[config.mk]
export PLATFORM = sky130hd
export DESIGN_NAME = hazard_control
export DESIGN_NICKNAME = d
export VERILOG_FILES = /design/src/rtl/hazard_control.sv
export SDC_FILE = /design/constraint.sdc
export NUM_CORES = 1
export LEC_CHECK = 0
export ABC_AREA = 1
export CORE_AREA = 2 2 56 69
export DETAILED_ROUTE_END_ITERATION = 8
export DIE_AREA = 0 0 58 71
export HOLD_SLACK_MARGIN = 0.02
export PLACE_DENSITY = 0.88
export SLEW_MARGIN = 0
export SYNTH_ARGS = -nofsm -noshare
export SYNTH_HDL_FRONTEND = slang
export SYNTH_SLANG_ARGS = --single-unit
[constraint.sdc]
create_clock -name clk -period 2.2 [get_ports clk]
set_input_delay 0.55 -clock clk [delete_from_list [all_inputs] [get_ports clk]]
set_output_delay 0.55 -clock clk [all_outputs]
set_load 0.005 [all_outputs]
[src/rtl/hazard_control.sv]
// Pipeline hazard controller: load-use stall, multicycle mul/div stall,
// taken-branch flush, and a saturating count of stalled cycles.
//
// state   | meaning
// --------+----------------------------------------------------------
// RUN     | normal issue; load-use and mul/div start are detected here
// MD_WAIT | mul/div occupying EX; cnt counts remaining stall cycles
module hazard_control #(
  // Total cycles a mul/div spends in EX; legal range 2..16.
  parameter int unsigned MD_CYCLES = 4
) (
  input  logic        clk,
  input  logic        reset,
  input  logic [4:0]  id_rs,
  input  logic [4:0]  id_rt,
  input  logic        id_uses_rt,
  input  logic [4:0]  ex_rt,
  input  logic        ex_mem_read,
  input  logic        ex_md_start,
  input  logic        mem_br_taken,
  output logic        pc_write,
  output logic        ifid_write,
  output logic        idex_bubble,
  output logic        ex_hold,
  output logic        exmem_bubble,
  output logic        flush_ifid,
  output logic        flush_idex,
  output logic        flush_exmem,
  output logic        md_busy,
  output logic        md_done,
  output logic [15:0] stall_cnt
);

  typedef enum logic {RUN = 1'b0, MD_WAIT = 1'b1} stateT;

  // The start cycle itself is the first stall, so MD_WAIT covers the rest.
  localparam logic [3:0] CntLoad = 4'(MD_CYCLES - 2);

  stateT      state, stateNext;
  logic [3:0] cnt, cntNext;
  logic       loadUse;

  // Register 0 is hardwired, so a load to it can never create a hazard.
  assign loadUse = ex_mem_read && (ex_rt != 5'd0) &&
                   ((ex_rt == id_rs) || (id_uses_rt && (ex_rt == id_rt)));

  // State, counter and stall statistics registers.
  always_ff @(posedge clk) begin
    if (reset) begin
      state     <= RUN;
      cnt       <= 4'd0;
      stall_cnt <= 16'd0;
    end else begin
      state <= stateNext;
      cnt   <= cntNext;
      if (!pc_write && (stall_cnt != 16'hFFFF))
        stall_cnt <= stall_cnt + 16'd1;
    end
  end

  // Next-state and control outputs; a taken branch overrides every stall.
  always_comb begin
    stateNext    = state;
    cntNext      = cnt;
    pc_write     = 1'b1;
    ifid_write   = 1'b1;
    idex_bubble  = 1'b0;
    ex_hold      = 1'b0;
    exmem_bubble = 1'b0;
    flush_ifid   = 1'b0;
    flush_idex   = 1'b0;
    flush_exmem  = 1'b0;
    md_busy      = 1'b0;
    md_done      = 1'b0;
    if (reset) begin
      stateNext = RUN;
      cntNext   = 4'd0;
    end else begin
      md_busy = (state == MD_WAIT);
      if (mem_br_taken) begin
        flush_ifid  = 1'b1;
        flush_idex  = 1'b1;
        flush_exmem = 1'b1;
        stateNext   = RUN;
        if (state == MD_WAIT) cntNext = 4'd0;
      end else begin
        case (state)
          RUN: begin
            if (ex_md_start) begin
              pc_write     = 1'b0;
              ifid_write   = 1'b0;
              ex_hold      = 1'b1;
              exmem_bubble = 1'b1;
              stateNext    = MD_WAIT;
              cntNext      = CntLoad;
            end else if (loadUse) begin
              pc_write    = 1'b0;
              ifid_write  = 1'b0;
              idex_bubble = 1'b1;
            end
          end
          MD_WAIT: begin
            if (cnt != 4'd0) begin
              pc_write     = 1'b0;
              ifid_write   = 1'b0;
              ex_hold      = 1'b1;
              exmem_bubble = 1'b1;
              cntNext      = cnt - 4'd1;
            end else begin
              md_done   = 1'b1;
              stateNext = RUN;
            end
          end
          default: stateNext = RUN;
        endcase
      end
    end
  end

endmodule

==> results_dict.tcl <==
set metrics [dict create \
    source_of_the_worst_register_to_register_timing_path "stall_cnt[0]" \
    cts-root-to-sink-buffers 2 \
    synth_top_family_by_area "simple AND/OR/NAND/NOR gates" \
    netlist-cell-type-count 30 \
    total_count_of_max_transition_violations_in_the_final_report 0 \
    fin_crit_sh 0.955 \
    post_synthesis_xor_xnor_area_fraction 0.0780 \
    synthFlopType "sky130_fd_sc_hd__dfxtp_1" \
    clock_insertion_delay_worst_skew_ns 0.26 \
    tritoncts "yes" \
    cts-buffers-inserted 3 \
    placeableCoreArea_sq_um 3480 \
    numPlacedInstances 327 \
    tritoncts_sinks 21 \
    routabilityCongestion 0.871 \
    synth_edf_count 0 \
    route.detailed.drc 0 \
    detailed_place_hpwl_um 2890 \
    totalNegativeSetupSlack_ns 0 \
    finClkSkew_ns 0.00351 \
    endpoint_kind_of_the_worst_setup_timing_path "primary output" \
    timing.max_slew.rel_slack 0.753 \
    regToRegEndpoint "stall_cnt[8]" \
    htree_num_levels 1 \
    postSynthCellCount 242 \
    pin_count_of_the_biggest_net_entering_global_routing 21 \
    floorplan.initialDensity 0.452 \
    synth_top_area_share 0.267 \
    antenna-diode-count 0 \
    timing.final.hold_violations 0 \
    global_route_wire_length_before_repair_um 6470 \
    cp_data_arrival_time_ns 1.55 \
    num_ports 47 \
    ys_top_cells_by_area "sky130_fd_sc_hd__dfxtp_1 27%, sky130_fd_sc_hd__nand2_1 16%, sky130_fd_sc_hd__nand4_1 8.0%, sky130_fd_sc_hd__inv_1 6.9%, sky130_fd_sc_hd__xor2_1 6.7%" \
    yosys_warnings 0 \
    hold_end "cnt[1]" \
    synthesis.area_per_instance_sq_um 6.50 \
    drt-vias-per-instance 5.12 \
    p_leak_nw 0.931 \
    synth_compound_area_frac 0.0851 \
    chipHeight_um 71 \
    nNetsFinal 321 \
    run_status "completed" \
    vdd.ir_drop.worst_uv 302 \
    max_cap_viol_count 0 \
    adder_cell_share_of_the_synthesized_area 0.0239 \
    fin_total_pwr_uw 814 \
    worst-r2r-setup-slack_ns 0.34 \
    die_w_um 58 \
    worst_r2r_path_depth 7 \
    postRouteAntennaNets 0 \
    instances_no_fill 335 \
    area_growth_syn_to_layout_pct 33.4 \
    worst-setup-path-type "input pin to primary output" \
    worst_slack_ns 0.0990 \
    post_synthesis_sequential_area_ratio 0.267 \
    cell_count_of_the_worst_hold_path 2 \
    grt_antenna_before_repair 0 \
    port-buffer-count 46 \
    syn_nets 266 \
    required_time_worst_endpoint_ns 1.65 \
    critical_path.max_fanout 3 \
    detail_route.wl_per_cell_um 11.4 \
    synthArstFlopShare 0 \
    stdcell_area_sq_um 2100 \
    floorplan.die_area_sq_um 4120 \
    postRouteWirelength_um 3820 \
    dp_worst_setup_slack_ns -0.654 \
    finalHoldWorstSlack_ns 0.471 \
    synthSimpleGateAreaFrac 0.414 \
    dr_total_vias 1714 \
    ctsRootBufferMaster "sky130_fd_sc_hd__clkbuf_8" \
    muxShareOfSynthArea 0 \
    hold_start "cnt[1]" \
    post_synth_instance_area_sq_um 1570 \
    setup_violations 0 \
    hold_path.class "register to register" \
    worst_path_cell_chain "clkdlybuf4s50_1 > inv_2 > buf_4 > nor2_2 > dlygate4sd2_1" \
    timing.fmax_mhz 476 \
    final_util 0.602 \
    dr.pass1.iters 4 \
    timing.final.crit_period_ns 2.10 \
    first_global_vias 1606 \
    num_rows 24 \
    slowest_delay_ns 0.49 \
    start_kind "input pin" \
    drive_gt1_frac 0.216 \
    fill_cells 340 \
    cell_area_power_density_nw_per_um2 388 \
    max_slew.worst_pin.slew_ns 0.368 \
    cts.clk_slew.worst_paths_ns 0.07 \
    grt_use_total 0.195 \
    synth_largest_area_cell "sky130_fd_sc_hd__dfxtp_1" \
    detail_route.iter0.violations 53 \
    critPathSlowestCell "sky130_fd_sc_hd__clkdlybuf4s50_1" \
    grt_overflow_total 0 \
    placedInstanceArea_sq_um 2090 \
    postSynthRegisterBits 21 \
]
## final cells by class
cell class                 count  area, sq um  share of cell area
sequential                    21          420               0.200
timing repair buffer          60          473               0.225
tap                           39         48.8              0.0233
inverter                      37          139              0.0662
clock buffer                   4         45.0              0.0215
multi-input combinational    174          972               0.463
## cells in the final DEF (no fill, tap or decap), types with 3 or more instances in the layout
master / n
sky130_fd_sc_hd__dfxtp_1: 21
sky130_fd_sc_hd__inv_2: 9
sky130_fd_sc_hd__clkdlybuf4s50_1: 19
sky130_fd_sc_hd__clkbuf_2: 13
sky130_fd_sc_hd__xor2_1: 12
sky130_fd_sc_hd__nand4_1: 20
sky130_fd_sc_hd__nand3_1: 11
sky130_fd_sc_hd__nor2_1: 16
sky130_fd_sc_hd__ha_1: 3
sky130_fd_sc_hd__dlygate4sd2_1: 6
sky130_fd_sc_hd__nor2_2: 6
sky130_fd_sc_hd__buf_2: 5
sky130_fd_sc_hd__a21oi_1: 14
sky130_fd_sc_hd__nand2_1: 67
sky130_fd_sc_hd__a21oi_2: 3
sky130_fd_sc_hd__nor3_1: 3
sky130_fd_sc_hd__inv_1: 28
sky130_fd_sc_hd__buf_4: 14
sky130_fd_sc_hd__o21ai_1: 3
sky130_fd_sc_hd__clkbuf_8: 3
## cell families (layout without fill, tap and decap cells)
logic type / Yosys count / count (layout)
AO/OA/AOI/OAI: 23 / 23
flip-flops: 21 / 21
AND/OR/NAND/NOR: 134 / 134
adder cells (fa/ha/maj): 3 / 3
buffers and inverters: 47 / 101
XOR/XNOR: 14 / 14
## layer usage
layer / vias up / share of wire / GRT usage
met1: 773 / 0.39 / 0.210
met2: 51 / 0.55 / 0.372
li1: 885 / - / -
met5: - / 0 / 0
met3: 5 / 0.047 / 0.0274
met4: 0 / 0.014 / 0.0749
## Yosys cell counts (2+ instances only)
| library cell | number |
|---|---|
| sky130_fd_sc_hd__inv_1 | 29 |
| sky130_fd_sc_hd__buf_4 | 4 |
| sky130_fd_sc_hd__nor2_1 | 21 |
| sky130_fd_sc_hd__o32ai_1 | 2 |
| sky130_fd_sc_hd__inv_2 | 8 |
| sky130_fd_sc_hd__ha_1 | 3 |
| sky130_fd_sc_hd__dfxtp_1 | 21 |
| sky130_fd_sc_hd__nand2_1 | 68 |
| sky130_fd_sc_hd__o21ai_0 | 2 |
| sky130_fd_sc_hd__nand4_1 | 20 |
| sky130_fd_sc_hd__a21oi_1 | 14 |
| sky130_fd_sc_hd__nand3_1 | 11 |
| sky130_fd_sc_hd__xor2_1 | 12 |
| sky130_fd_sc_hd__a21oi_2 | 3 |
| sky130_fd_sc_hd__clkbuf_1 | 2 |
| sky130_fd_sc_hd__nor3_1 | 3 |
| sky130_fd_sc_hd__xnor2_1 | 2 |
| sky130_fd_sc_hd__buf_2 | 3 |
| sky130_fd_sc_hd__nor3_2 | 2 |
| sky130_fd_sc_hd__o21ai_1 | 2 |
## registers in the layout, summed over array words and instances, names as in the netlist
register / cells
state: 1
cnt: 4
stall_cnt: 16
## power by group
part | leakage (nW) | switching (mW) | internal [mW]
clock network | 0.0228 | 0.126 | 0.129
registers | 0.170 | 0.00564 | 0.386
logic | 0.738 | 0.0918 | 0.0755
total | 0.931 | 0.224 | 0.591
## critical path, delay by kind of cell
kind / cells / cell delay [ns]
and+or+nand+nor: 1 / 0.10
buffers and inverters: 4 / 0.91
## timing repair
action	4_1_cts	5_1_grt
endpoints found under the setup margin	10	6
buffers inserted	3	1
hold buffers	0	0
pin swaps	11	10
gates resized for setup	46	33
## how the worst max path moves through the flow
stage	from	end	slack, ns	cells after the start
after floorplan	id_rt[3]	pc_write	0.20	11
after detailed placement	ex_rt[4]	idex_bubble	-0.65	10
after global placement	ex_rt[1]	idex_bubble	-0.61	10
final	mem_br_taken	flush_ifid	0.1	5
after global routing	ex_rt[2]	idex_bubble	-0.02	10
after CTS	id_uses_rt	idex_bubble	-0.02	8
(Power assumes the default switching activity.)
